### src/rtl/add_slice_sequencer.sv
// rtl/add_slice_sequencer.sv - wide add/sub sequencer time-sharing one external adder slice
module add_slice_sequencer #(
    parameter int SLICE_W    = 16,
    parameter int NUM_SLICES = 2,
    localparam int W         = SLICE_W * NUM_SLICES,
    localparam int IDX_W     = (NUM_SLICES > 1) ? $clog2(NUM_SLICES) : 1
) (
    input  logic               clock,
    input  logic               reset,
    input  logic               in_valid,
    output logic               in_ready,
    input  logic               in_sub,
    input  logic [W-1:0]       in_a,
    input  logic [W-1:0]       in_b,
    output logic               out_valid,
    input  logic               out_ready,
    output logic [W-1:0]       out_result,
    output logic               out_carry,
    output logic               out_ovf,
    output logic               out_zero,
    output logic [SLICE_W-1:0] adder_a,
    output logic [SLICE_W-1:0] adder_b,
    output logic               adder_cin,
    input  logic [SLICE_W-1:0] adder_sum,
    input  logic               adder_cout,
    input  logic               adder_clastin
);

    typedef enum logic [1:0] {
        S_IDLE = 2'd0,
        S_RUN  = 2'd1,
        S_DONE = 2'd2
    } state_t;

    state_t             state;
    state_t             state_next;
    logic [IDX_W-1:0]   idx;
    logic [W-1:0]       a_reg;
    logic [W-1:0]       b_reg;
    logic               sub_reg;
    logic               carry_reg;
    logic [W-1:0]       result_reg;
    logic               carry_out_reg;
    logic               ovf_reg;
    logic               last_chunk;

    assign last_chunk = (idx == IDX_W'(NUM_SLICES - 1));
    assign out_result = result_reg;
    assign out_carry  = carry_out_reg;
    assign out_ovf    = ovf_reg;
    assign out_zero   = (result_reg == '0);

    // State register; reset wins over any handshake at the same edge
    always_ff @(posedge clock) begin
        if (reset) begin
            state <= S_IDLE;
        end else begin
            state <= state_next;
        end
    end

    // Next state, handshake outputs and slice drive (slice inputs idle at 0 outside RUN)
    always_comb begin
        state_next = state;
        in_ready   = 1'b0;
        out_valid  = 1'b0;
        adder_a    = '0;
        adder_b    = '0;
        adder_cin  = 1'b0;
        case (state)
            S_IDLE: begin
                in_ready = 1'b1;
                if (in_valid) begin
                    state_next = S_RUN;
                end
            end
            S_RUN: begin
                adder_a   = a_reg[idx*SLICE_W +: SLICE_W];
                adder_b   = b_reg[idx*SLICE_W +: SLICE_W] ^ {SLICE_W{sub_reg}};
                adder_cin = carry_reg;
                if (last_chunk) begin
                    state_next = S_DONE;
                end
            end
            S_DONE: begin
                out_valid = 1'b1;
                if (out_ready) begin
                    state_next = S_IDLE;
                end
            end
            default: begin
                state_next = S_IDLE;
            end
        endcase
    end

    // Operand capture, chunk sequencing, carry chaining and final flag capture
    always_ff @(posedge clock) begin
        if (reset) begin
            idx           <= '0;
            a_reg         <= '0;
            b_reg         <= '0;
            sub_reg       <= 1'b0;
            carry_reg     <= 1'b0;
            result_reg    <= '0;
            carry_out_reg <= 1'b0;
            ovf_reg       <= 1'b0;
        end else begin
            case (state)
                S_IDLE: begin
                    if (in_valid) begin
                        a_reg     <= in_a;
                        b_reg     <= in_b;
                        sub_reg   <= in_sub;
                        idx       <= '0;
                        // Subtraction is A + ~B + 1, so the +1 rides in as the first carry
                        carry_reg <= in_sub;
                    end
                end
                S_RUN: begin
                    result_reg[idx*SLICE_W +: SLICE_W] <= adder_sum;
                    carry_reg <= adder_cout;
                    if (last_chunk) begin
                        carry_out_reg <= adder_cout;
                        // Signed overflow: carry into MSB differs from carry out of MSB
                        ovf_reg       <= adder_cout ^ adder_clastin;
                    end else begin
                        idx <= idx + IDX_W'(1);
                    end
                end
                default: begin
                end
            endcase
        end
    end

endmodule

### config.mk
export PLATFORM = sky130hd
export DESIGN_NAME = add_slice_sequencer
export DESIGN_NICKNAME = d
export VERILOG_FILES = /design/src/rtl/add_slice_sequencer.sv
export SDC_FILE = /design/constraint.sdc
export NUM_CORES = 1
export LEC_CHECK = 0
export ABC_AREA = 1
export CAP_MARGIN = 20
export CORE_UTILIZATION = 45
export DETAILED_ROUTE_END_ITERATION = 12
export MAX_ROUTING_LAYER = met4
export PLACE_DENSITY_LB_ADDON = 0.2
export SYNTH_ARGS = -nofsm -noshare
export SYNTH_HDL_FRONTEND = slang
export SYNTH_SLANG_ARGS = --single-unit
### constraint.sdc
create_clock -name clock -period 1.5 [get_ports clock]
set_clock_uncertainty 0.2 [all_clocks]
set_input_delay 0.3 -clock clock [delete_from_list [all_inputs] [get_ports clock]]
set_output_delay 0.3 -clock clock [all_outputs]
set_load 0.02 [all_outputs]
* Yosys cells after proc, flatten, opt, wreduce, memory -nomap -nowiden *
Index checks and enable logic that the tools add are counted.

storage, ports and cells
  bits in registers = 103
  output and inout port bits = 70
  word-level logic and storage cells = 44

cells by class
  add/sub/neg operators = 2
  equal/unequal tests = 5
  shifts and indexed selects = 4
  mux-type cells = 15
  bitwise operators = 2
  reduce and logical (&&, ||, !) cells = 7

operators by type and width
  kind                      count
  $shiftx 32x6->16          2
  $neg 5->34                1
  $shift 16x34->32 const A  1
  $shiftx 16x34->32         1
  $bwmux 32                 1
  $logic_not 32->1          1
  $mux 16                   2
  $xor 16x16->16            1
  $mux 1                    6
  $mux 2                    3
  $ne 2x2->1 const B        3
  $pmux 2 s3                1
  $reduce_and 2->1          3
  $pmux 1 s2                2
  $reduce_and 3->1          1
  $eq 2x1->1 const B        1
  $eq 2x2->1 const B        1
  $logic_not 2->1           1
  $reduce_bool 2->1         1
  $add 1x1->1 const B       1
  $xor 1x1->1               1

* Logic depth before layout (Yosys ltp) *
Gate-level depths: netlist of the first run.

  depth in word-level cells = 3
  mapped depth = 7

* Worst setup path before layout of the first run *
Ideal clock, no wire load.

  path type = register to output
  from = register idx
  to = output port adder_b[0]
  data arrival time = 1.160 ns
  required time = 1.000 ns
  setup slack = -0.160 ns
  cell stages (with the launch flop) = 7
  path buffers = 2
  cells stage by stage = dfxtp_1 -> buf_4 -> buf_2 -> nand2_1 -> nand2_1 -> nand2_1 -> a21oi_1

between the ends
  cells in the longest elaborated chain, start to end = 3

ends and longest elaborated chain
  item                    line  RTL
  from (decl)             37    logic [IDX_W-1:0] idx;
  from (signal assigned)  128   idx <= idx + IDX_W'(1);
  $shiftx 32x6->16        79    adder_b = b_reg[idx*SLICE_W +: SLICE_W] ^ {SLICE_W{sub_reg}};
  $xor 16x16->16          79
  $mux 16                 70    case (state)
  to (decl)               22    output logic [SLICE_W-1:0] adder_b,

No other way between the ends.

* Worst setup path in the final report of the first run *
  from = register state[1]
  to = output port adder_b[13]

between the ends
  cells in the longest elaborated chain, start to end = 2

ends and longest elaborated chain
  item                    line  RTL
  from (decl)             35    state_t state;
  from (signal assigned)  58    state <= state_next;
  $eq 2x1->1              70
  $mux 16                 70

No other way between the ends.

==> results of run 1 <==
==> path summary, 6_finish.rpt <==
| kind | start | to |
|---|---|---|
| worst max-delay path | state[1]$_SDFFE_PP0P_ | adder_b[13] |
| worst min-delay path | out_carry$_SDFFE_PP0P_ | out_carry$_SDFFE_PP0P_ |
| worst max register to register | state[1]$_SDFFE_PP0P_ | out_result[31]$_SDFFE_PP0P_ |
| worst min register to register | out_carry$_SDFFE_PP0P_ | out_carry$_SDFFE_PP0P_ |
==> through the flow <==
step	cell area (sq um)	utilization
2_1_floorplan	4740	-
3_3_place_gp	6700	0.688
3_5_place_dp	6700	0.688
4_1_cts	7260	0.746
5_1_grt	7870	0.808
6_report	7870	0.808
==> layout make-up <==
| cell class | count | area (sq um) |
|---|---|---|
| clock buffers | 11 | 131 |
| clock inverters | 4 | 32.5 |
| fillers | 652 | 1860 |
| inverters | 17 | 76.3 |
| multi-input cells | 495 | 2750 |
| flip-flops and latches | 103 | 2110 |
| well taps | 133 | 166 |
| repair buffers | 244 | 2600 |
==> power by group through the flow <==
stage | logic (uW) | clock network [uW] | registers [uW]
2_1_floorplan | 942 | 0 | 3210
3_3_place_gp | 1750 | 0 | 3150
3_5_place_dp | 1790 | 0 | 3160
4_1_cts | 2000 | 1580 | 3110
5_1_grt | 2510 | 1720 | 3160
6_report | 2360 | 1590 | 3130
==> cell families (layout without fill, tap and decap cells) <==
logic type	after synthesis	after routing	share of synthesized area
flops	103	103	0.459
simple gates	376	376	0.330
compound gates	118	118	0.132
buf+inv	56	276	0.0763
xor+xnor	1	1	0.00195
==> per-layer routing <==
layer	wire, um	up-vias	GRT usage
li1	-	2487	-
met1	6890	2463	0.356
met2	8340	238	0.485
met3	1160	53	0.0369
met4	597	0	0.0989
met5	0	-	-
==> cells in the final DEF (no fill, tap or decap), types with 8 or more instances in the layout <==
master / synthesis / routed
a21oi_4: 0 / 8
buf_2: 14 / 22
clkbuf_8: 0 / 9
inv_1: 12 / 12
buf_6: 13 / 58
nor2_2: 10 / 22
dfxtp_2: 0 / 28
buf_12: 0 / 15
o21ai_2: 0 / 58
dfxtp_1: 103 / 72
nand2_4: 1 / 11
nor2_4: 3 / 15
o21ai_1: 38 / 31
clkdlybuf4s50_1: 0 / 86
buf_4: 4 / 50
nor2_1: 228 / 204
nand2_2: 2 / 32
nand2_1: 123 / 81
o21ai_0: 67 / 13
==> timing repair <==
item                       CTS  global route
pin swaps                   18            24
cloned                       6            11
setup buffers                9            10
setup endpoints to repair  108           166
gates resized for setup    473           140
hold buffers                 0             0
==> tightest hold or removal path: stages, from the launching register on <==
cell and delay [ns]:
dfxtp_1 0.33, nand2_1 0.08, a21oi_2 0.05
==> results.md, run 1 <==
* Outcome: finished with violations
* Violated checks: setup timing
* Final std cells w/o fill at roughly 1000
* Rel. slew slack at 0.714
* Fin crit share at 1.33
* Max Clock Freq at between 500 and 600 MHz
* Clk_lat worst skew at 0.37 ns
* Drc violations at 0
* Top cell type's share of synthesized area at 0.459
* Worst hold slack at between 0.2 and 0.3 ns
* Chip width at 102 um
* Router iterations before antenna repair at 4
* Layout Nets at between 900 and 1000
* Critical Path AT at around 1.5 ns
* Clk pwr share at 0.225
* Initial core utilization at 0.462
* Post-DP HPWL at ~9300 um
* Mean Syn Cell Area at approximately 6.9 sq um
* Routed WL per cell at 16.9 um
* Max-cap viol count at 0
* Iter 0 DRT Violations at ~260
* Syn_nets at roughly 740
* Syn Inst Count at about 650
* Final Power at 7080 uW
* CP startpoint kind: flop
* Worst hold path cell count at 2
* Worst-case reg-to-reg path depth at 10
* Final WS setup at -0.496 ns
* Switching power total at about 2400 uW
* Top Ports at ~160
* TNS Setup at -27.41 ns
* WS Path Type: reg2out
* Buffer depth of the longest clock path at 2
* Initial antenna violation count at 0
* Placer Congestion at just under 0.9
* Unrepaired setup endpoints after global routing: yes
* Prevailing post-synth register cell: dfxtp_1
* EDFF count, synth at 0
* Final wirelength at roughly 17000 um
* Crit path depth at 6
* H-tree levels at 3
* Sink Count at 103
* DP Cell Count at 961
* Height of the die at between 100 and 150 um
* Overflow after GRT at 0
* CTS buffer count at 9
* All-Layer GR Usage at 0.288
* Worst path bufs/invs at 3
* First-pass GRT wire length at about 23000 um
* TritonCTS clock tree: yes
* Port buffer count at 156
* Power share of the combinational group at 0.333
* Site row count at 36
* Sequential Power Share at 0.442
* Pre-CTS setup slack at -0.584 ns
* Critical path cell sequence: buf_6 > nor2_4 > buf_12 > nand2_4 > nor2_4 > buf_6
* Post-DRT Antenna Nets at 0
* Pins Over Slew Limit at 0
* Int Power at ~4700 uW
* Top cell type by total area after synthesis: dfxtp_1
* Minimum clock period at around 2.0 ns
* Count leader, synth: nor2_1
* Critical path's top delay family: buffers and inverters
* Area contributors post-synth: dfxtp_1 (46%), nor2_1 (19%), nand2_1 (10%)
* Reg2Reg Setup Slack at -0.20 ns
* Total core area at 9730 sq um
* Hold violation count in the final report at 0
* Root Buffer: clkbuf_8
* Crit path largest cell delay at around 0.38 ns
* Hold Crit Class: reg2reg
* Mapped cell area at roughly 4500 sq um
* Die area at 10400 sq um
* Commonest cells post-synth: nor2_1 (228), nand2_1 (123), dfxtp_1 (103)
* Area delta synth->final at 75.1%
* Seq cells post-synth at slightly above 100
* Critical Path RT at 1.00 ns
* Netlist cell types at 20
* VDD IR max at a little under 0.5 mV
* Fraction of layout cells with a size suffix above 1 at 0.415
* Clk slew on worst S/H paths at 0.09 ns
* Leak pwr at 0.00350 uW
* Highest-delay cell along the critical path: dfxtp_4
* YS warnings at 0
* Transition time of the tightest slew-check pin at around 0.43 ns
* Ant. Diodes at 0
* Via count at 5241
* Largest net degree at the start of global routing at 60
* Critical path peak fanout at 7
* PwrDens at 900 nW/um^2
* Final setup viols at roughly 140
* Crit. End Element: primary output
* Via density at 5.20
* Async set or reset register ratio after synthesis at 0
* Vias in the first global route at 4751
* Post-synthesis sequential area ratio at 0.459
* Switching share of power at 0.335
(Power assumes the default switching activity.)
==> run 2: changes to the inputs <==
--- a/config.mk
+++ b/config.mk
@@ -5,8 +5,9 @@
 export SDC_FILE = /design/constraint.sdc
 export NUM_CORES = 1
 export LEC_CHECK = 0
-export ABC_AREA = 1
 export CAP_MARGIN = 20
+export CORE_ASPECT_RATIO = 0.9
+export CORE_MARGIN = 2
 export CORE_UTILIZATION = 45
 export DETAILED_ROUTE_END_ITERATION = 12
 export MAX_ROUTING_LAYER = met4
==> results.md, run 2 <==
* Count leader, synth: nand2_1 (was nor2_1)
* Top cell type's share of synthesized area at 0.477 (was 0.459)
* DP Cell Count at 848 (was 961)
* Largest net degree at the start of global routing at between 50 and 60
* YS warnings at 0 (unchanged)
* Sink Count at 103 (unchanged)
* Log Error: [ERROR DPL-0038] Utilization greater than 100%, impossible to legalize
* Area contributors post-synth: dfxtp_1 (48%), nand2_1 (16%), a21oi_1 (12%) (was dfxtp_1 (46%), nor2_1 (19%), nand2_1 (10%))
* Syn_nets at 643 (was 741)
* Post-DP HPWL at 9020 um (was 9300 um)
* H-tree levels at 3 (unchanged)
* Port buffer count at 156 (unchanged)
* Top cell type by total area after synthesis: dfxtp_1 (unchanged)
* Failed at: 5_1_grt
* Critical endpoint after global-route timing repair: adder_b[12]
* Outcome: stopped before the end (was finished with violations)
* Async set or reset register ratio after synthesis at 0 (unchanged)
* Syn Inst Count at 556 (was 654)
* Post-synthesis sequential area ratio at 0.477 (was 0.459)
* Netlist cell types at 24 (was 20)
* Mean Syn Cell Area at 7.78 sq um (was 6.87 sq um)
* Hold buffer count at CTS at 0 (unchanged)
* Initial core utilization at 0.468 (was 0.462)
* Prevailing post-synth register cell: dfxtp_1 (unchanged)
* Mapped cell area at 4330 sq um (was 4490 sq um)
* Root Buffer: clkbuf_8 (unchanged)
* CTS buffer count at 9 (unchanged)
* Seq cells post-synth at 103 (unchanged)
* Site row count at 33 (was 36)
* Commonest cells post-synth: nand2_1 (181), dfxtp_1 (103), a21oi_1 (100) (was nor2_1 (228), nand2_1 (123), dfxtp_1 (103))
* EDFF count, synth at 0 (unchanged)
* Worst ep type: output port
* Chip width at 107 um (was 102 um)
* Height of the die at 97.0 um (was 102 um)
* Buffer depth of the longest clock path at 2 (unchanged)
* Placer Congestion at 0.818 (was 0.869)
* Top Ports at 157 (unchanged)
run 2: cell count changes after synthesis, sizes merged, moves of 8 or more:
cell,previous run,this run
nor2,241,38
mux2i,0,32
a21oi,13,100
o21ai,105,16
nand3,9,1
xor2,1,16
nor4,0,8
nand2,126,181
inv,17,1
clkbuf,8,22
run 2: cells by family after synthesis:
| kind of cell | Yosys count | share of synthesized area |
|---|---|---|
| mux | 32 | 0.0740 |
| buf+inv | 47 | 0.0544 |
| compound gates | 118 | 0.137 |
| flops | 103 | 0.477 |
| xor+xnor | 17 | 0.0344 |
| simple gates | 239 | 0.223 |
run 2: per-stage QoR:
step	area (sq um)	setup TNS, ns	hold slack, ns	setup WS [ns]	utilization
3_3_place_gp	6800	-56.33	0.243	-0.629	0.736
4_1_cts	7810	-46.81	0.0275	-0.667	0.844
3_5_place_dp	6800	-58.19	0.247	-0.687	0.736
2_1_floorplan	4770	-4.60	0.236	-0.0889	-
run 2: what timing repair did:
item / 4_1_cts
endpoints found under the setup margin: 173
pin swaps: 43
hold endpoints to repair: 0
setup buffers: 35
resized for setup: 442
gates cloned: 13
==> run 3: changes to the inputs <==
--- a/config.mk
+++ b/config.mk
@@ -6,12 +6,10 @@
 export NUM_CORES = 1
 export LEC_CHECK = 0
 export CAP_MARGIN = 20
-export CORE_ASPECT_RATIO = 0.9
 export CORE_MARGIN = 2
-export CORE_UTILIZATION = 45
+export CORE_UTILIZATION = 40
 export DETAILED_ROUTE_END_ITERATION = 12
-export MAX_ROUTING_LAYER = met4
-export PLACE_DENSITY_LB_ADDON = 0.2
+export PLACE_DENSITY_LB_ADDON = 0.15
 export SYNTH_ARGS = -nofsm -noshare
 export SYNTH_HDL_FRONTEND = slang
 export SYNTH_SLANG_ARGS = --single-unit
==> results.md, run 3 <==
* Outcome: finished with violations (was stopped before the end)
* Violated checks: setup timing
* Worst hold slack at around 0.11 ns
* HP Start: reset
* EDFF count, synth at 0 (unchanged)
* Area contributors post-synth: dfxtp_1 (48%), nand2_1 (16%), a21oi_1 (12%) (unchanged)
* Initial core utilization at 0.415 (was 0.468)
* Critical Path RT at 1.00 ns
* Max Clock Freq at 429 MHz
* Critical path cell sequence: buf_12 > buf_12 > mux2i_1 > xor2_1 > nor2_4 > buf_6
* Async set or reset register ratio after synthesis at 0 (unchanged)
* Via count at 5343
* Final wirelength at between 20000 and 25000 um
* All-Layer GR Usage at 0.312
* Router iterations before antenna repair at 7
* Post-DP HPWL at 9430 um (was 9020 um)
* Transition time of the tightest slew-check pin at around 0.35 ns
* Netlist cell types at 24 (unchanged)
* Total core area at approximately 10000 sq um
* Site row count at 37 (was 33)
* H-tree levels at 3 (unchanged)
* Syn_nets at 643 (unchanged)
* Height of the die at 108 um (was 97.0 um)
* Max-cap viol count at 0
* Worst path bufs/invs at 3
* Iter 0 DRT Violations at between 300 and 400
* Clk slew on worst S/H paths at around 0.11 ns
* Clk_lat worst skew at around 0.38 ns
* TritonCTS clock tree: yes
* Sink Count at 103 (unchanged)
* YS warnings at 0 (unchanged)
* Post-DRT Antenna Nets at 0
* First-pass GRT wire length at ~28000 um
* PwrDens at around 800 nW/um^2
* Hold buffer count at CTS at 0 (unchanged)
* Die area at between 10000 and 15000 sq um
* R2r endpoint: out_result[6]$_SDFFE_PP0P_
* Pins Over Slew Limit at 0
* Mapped cell area at 4330 sq um (unchanged)
* Count leader, synth: nand2_1 (unchanged)
* Rel. slew slack at 0.764
* Critical path peak fanout at 6
* Initial antenna violation count at 0
* Commonest non-fill, non-tap cell in the layout: buf_6
* Chip width at 108 um (was 107 um)
* Setup crit start: idx$_SDFFE_PP0P_
* Final core occ at 0.905
* Unrepaired setup endpoints after global routing: yes
* Worst-case reg-to-reg path depth at 9
* FF-to-FF Start: idx$_SDFFE_PP0P_
* Commonest cells post-synth: nand2_1 (181), dfxtp_1 (103), a21oi_1 (100) (unchanged)
* Ant. Diodes at 0
* Critical Path AT at 1.83 ns
* TNS Setup at -59.43 ns
* Overflow after GRT at 0
* Top cell type's share of synthesized area at 0.477 (unchanged)
* Register area at approximately 2100 sq um
* Mean Syn Cell Area at 7.78 sq um (unchanged)
* Top cell type by total area after synthesis: dfxtp_1 (unchanged)
* Fraction of layout cells with a size suffix above 1 at 0.663
* Routed WL per cell at approximately 24 um
* Area delta synth->final at 118%
* Worst path most repeated cell: buf_12
* Critical path's top delay family: flip-flops
* Hold violation count in the final report at 0
* CTS buffer count at 9 (unchanged)
* Hold Crit Class: in2reg
* Prevailing post-synth register cell: dfxtp_1 (unchanged)
* Fillcell total at 389
* Area of the multi-input gates at between 3000 and 4000 sq um
* Leak pwr at between 0.003 and 0.004 uW
* Post-synthesis sequential area ratio at 0.477 (unchanged)
* Fin crit share at 1.55
* Port buffer count at 156 (unchanged)
* Layout Nets at around 900
* Highest-delay cell along the critical path: dfxtp_4
* Minimum clock period at 2.33 ns
* WS Path Type: reg2out
* Crit path largest cell delay at slightly below 0.4 ns
* Hold-critical path endpoint: b_reg[27]$_SDFFE_PP0P_
* Top Ports at 157 (unchanged)
* Root Buffer: clkbuf_8 (unchanged)
* Vias in the first global route at between 5000 and 6000
* Placer Congestion at 0.813 (was 0.818)
* Largest net degree at the start of global routing at 33
* Crit. End Element: primary output
* CP startpoint kind: flop
* Via density at approximately 5.7
* Final WS setup at -0.830 ns
* Reg2Reg Setup Slack at -0.59 ns
* Seq cells post-synth at 103 (unchanged)
* Most frequent cells in the layout: buf_6 (90), a21oi_2 (89), clkdlybuf4s50_1 (85)
* Worst hold path cell count at 2
* Syn Inst Count at 556 (unchanged)
* Final setup viols at roughly 140
* VDD IR max at ~0.70 mV
* Drc violations at 0
* Buffer depth of the longest clock path at 2 (unchanged)
[run 3: cell counts after synthesis]
Identical to the previous run, type by type.
[run 3: repair_timing]
item	in CTS	in global routing
gates resized for setup	567	299
pin swaps	91	78
setup endpoints to repair	173	170
buffers inserted	32	6
cloned	19	2
[run 3: how the worst max path moves through the flow]
stage                             to  cells after the start
after floorplan           adder_b[6]                      5
after global placement      out_zero                      4
after detailed placement    out_zero                      4
after CTS                 adder_b[0]                      6
after global routing      adder_b[2]                      6
final                     adder_b[2]                      6
[run 3: routing by layer]
metal  GRT usage  wire length [um]  vias up
li1            -                 -     2307
met1       0.353              7830     2619
met2       0.547             11600      315
met3      0.0711              1610      102
met4       0.163              1270        0
met5           0                 0        -
[run 3: kinds of logic after synthesis]
group,count (synthesis),synth area share
AND/OR/NAND/NOR,239,0.223
AO/OA/AOI/OAI,118,0.137
flip-flops,103,0.477
buffers and inverters,47,0.0544
multiplexers,32,0.0740
XOR/XNOR,17,0.0344
[run 3: power breakdown]
group / internal (uW) / total (uW) / leakage [uW] / switching [uW]
logic: 1450 / 2880 / 0.00274 / 1420
registers: 2910 / 3140 / 0.000859 / 229
clock network: 669 / 1730 / 0.0000909 / 1060
[run 3: per-stage QoR]
stage               total power [uW]  instances  cell area [sq um]  setup slack [ns]
floorplan                       4000        556               4770           -0.0889
global placement                4670        868               6790            -0.653
detailed placement              4700        868               6790            -0.706
CTS                             7160        934               8470            -0.674
global route                    7920        932               9420            -0.880
finish                          7740        932               9420            -0.830
[run 3: area by class of cell]
class,count,area share
Multi-Input combinational cell,407,0.407
Timing Repair Buffer,269,0.332
Sequential cell,103,0.224
Tap cell,136,0.0181
Clock buffer,11,0.0150
Clock inverter,5,0.00425
Inverter,1,0.000398
==> run 4: changes to the inputs <==
--- a/config.mk
+++ b/config.mk
@@ -9,7 +9,7 @@
 export CORE_MARGIN = 2
 export CORE_UTILIZATION = 40
 export DETAILED_ROUTE_END_ITERATION = 12
-export PLACE_DENSITY_LB_ADDON = 0.15
+export PLACE_DENSITY = 0.73
 export SYNTH_ARGS = -nofsm -noshare
 export SYNTH_HDL_FRONTEND = slang
 export SYNTH_SLANG_ARGS = --single-unit
==> results.md, run 4 (synthesized netlist as in run 3, its figures left out) <==
* Outcome: finished with violations (unchanged)
* Violated checks: setup timing (unchanged)
* Transition time of the tightest slew-check pin at 0.374 ns (was 0.354 ns)
* CTS buffer count at 9 (unchanged)
* Overflow after GRT at 0 (unchanged)
* Reg2Reg Setup Slack at -0.28 ns (was -0.59 ns)
* PwrDens at 836 nW/um^2 (was 822 nW/um^2)
* Drc violations at 0 (unchanged)
* Root Buffer: clkbuf_8 (unchanged)
* Post-DRT Antenna Nets at 0 (unchanged)
* Die area at 11700 sq um (unchanged)
* Final std cells w/o fill at 915 (was 932)
* Top sig layer: met4 (unchanged)
* Final WS setup at -0.691 ns (was -0.830 ns)
* Routed WL per cell at 20.1 um (was 24.0 um)
* Clk_lat worst skew at 0.37 ns (was 0.38 ns)
* Unrepaired setup endpoints after global routing: yes (unchanged)
* Switching power total at 2410 uW (was 2710 uW)
* Fin crit share at 1.46 (was 1.55)
* Iter 0 DRT Violations at 339 (was 315)
* Pre-CTS setup slack at -0.730 ns (was -0.706 ns)
* Final setup viols at 138 (was 139)
* Largest net degree at the start of global routing at 61 (was 33)
* Site row count at 37 (unchanged)
* Post-DP HPWL at 8950 um (was 9430 um)
* Sequential Power Share at 0.419 (was 0.405)
* Metal3 WL at 1490 um (was 1610 um)
* Sink Count at 103 (unchanged)
* Area delta synth->final at 104% (was 118%)
* Via density at 5.38 (was 5.73)
* Buffer depth of the longest clock path at 2 (unchanged)
* Minimum clock period at 2.19 ns (was 2.33 ns)
* Critical Path RT at 1.00 ns (about the same)
* Clk pwr share at 0.236 (was 0.223)
* WS Path Type: reg2out (unchanged)
* HP Start: reset (unchanged)
* Power share of the combinational group at 0.345 (was 0.371)
* Total core area at 10400 sq um (unchanged)
* Commonest non-fill, non-tap cell in the layout: nand2_1 (was buf_6)
* Height of the die at 108 um (unchanged)
* Top Ports at 157 (unchanged)
* Setup crit start: idx$_SDFFE_PP0P_ (unchanged)
* Chip width at 108 um (unchanged)
* Vias in the first global route at 4623 (was 5298)
* Placer Congestion at 0.829 (was 0.813)
* DP Cell Count at 862 (was 868)
* M1 WL at 6860 um (was 7830 um)
* Initial antenna violation count at 1 (was 0)
* Final wirelength at 18400 um (was 22300 um)
* Hold violation count in the final report at 0 (unchanged)
* Initial core utilization at 0.415 (unchanged)
* Crit. End Element: primary output (unchanged)
* Most frequent cells in the layout: nand2_1 (102), clkdlybuf4s50_1 (85), a21oi_2 (83) (was buf_6 (90), a21oi_2 (89), clkdlybuf4s50_1 (85))
* Via count at 4926 (was 5343)
* All-Layer GR Usage at 0.242 (was 0.312)
* Int Power at 4970 uW (was 5030 uW)
* Hold Crit Class: in2reg (unchanged)
* H-tree levels at 3 (unchanged)
* Max Clock Freq at 456 MHz (was 429 MHz)
* Critical path peak fanout at 5 (was 6)
* Met2 WL at 9460 um (was 11600 um)
* Rel. slew slack at 0.748 (was 0.764)
* Fraction of layout cells with a size suffix above 1 at 0.577 (was 0.663)
* Clk slew on worst S/H paths at 0.11 ns (about the same)
* Leak pwr at 0.00345 uW (was 0.00369 uW)
* Switching share of power at 0.327 (was 0.350)
* Max-cap viol count at 0 (unchanged)
* TritonCTS clock tree: yes (unchanged)
* Pins Over Slew Limit at 0 (unchanged)
* FF-to-FF Start: state[0]$_SDFFE_PP0P_ (was idx$_SDFFE_PP0P_)
* Critical Path AT at 1.69 ns (was 1.83 ns)
* Layout Nets at 860 (was 878)
* CP startpoint kind: flop (unchanged)
* Port buffer count at 156 (unchanged)
* VDD IR max at 0.635 mV (was 0.704 mV)
* Router iterations before antenna repair at 5 (was 7)
* First-pass GRT wire length at 22400 um (was 27900 um)
==> run 4: power groups by stage <==
stage / clock network [uW] / registers (uW) / logic (uW)
after global placement: 0 / 3060 / 1610
after floorplan: 0 / 3100 / 909
after CTS: 1750 / 3030 / 1940
after detailed placement: 0 / 3060 / 1630
after global routing: 1840 / 3110 / 2660
final: 1740 / 3090 / 2550
==> run 4: final cells by class <==
cell class | instances | area [sq um]
multi-input cells | 406 | 3540
clock inverters | 5 | 58.8
fillers | 559 | 1590
flip-flops and latches | 103 | 2100
clock buffers | 11 | 131
diodes | 1 | 2.50
repair buffers | 252 | 2820
inverters | 1 | 3.75
well taps | 136 | 170
==> run 4: through the flow <==
step	hold slack, ns	instance area (sq um)	total power [uW]	util	setup TNS [ns]
global placement	0.245	6770	4670	0.650	-48.85
CTS	0.143	7470	6720	0.717	-34.90
floorplan	0.236	4770	4000	-	-4.60
finish	0.219	8820	7380	0.847	-36.89
global route	0.220	8820	7610	0.847	-43.05
detailed placement	0.250	6770	4700	0.650	-50.83
==> run 4: worst paths after layout <==
path                            end  cells after the start
max reg2reg  a_reg[30]$_SDFFE_PP0P_                      6
max                      adder_b[9]                      5
min                idx$_SDFFE_PP0P_                      3
min reg2reg   b_reg[8]$_SDFFE_PP0P_                      2
==> run 4: timing repair <==
action / in CTS / in global routing
gates cloned: 10 / 11
pin swaps: 21 / 117
gates resized for setup: 396 / 341
endpoints found under the setup margin: 167 / 163
endpoints found under the hold margin: 0 / 0
hold buffers: 0 / 0
setup buffers: 11 / 11
==> run 4: metal layers <==
metal,up-vias,GRT usage
met3,55,0.0603
met1,2375,0.289
met2,229,0.433
met5,-,0
met4,0,0.0641
li1,2267,-
==> run 4: critical path, stage by stage, from the launching register on <==
cell     delay [ns]
dfxtp_4        0.43
buf_8          0.16
mux2i_1        0.26
xor2_1         0.29
nor2_4         0.05
buf_6          0.13
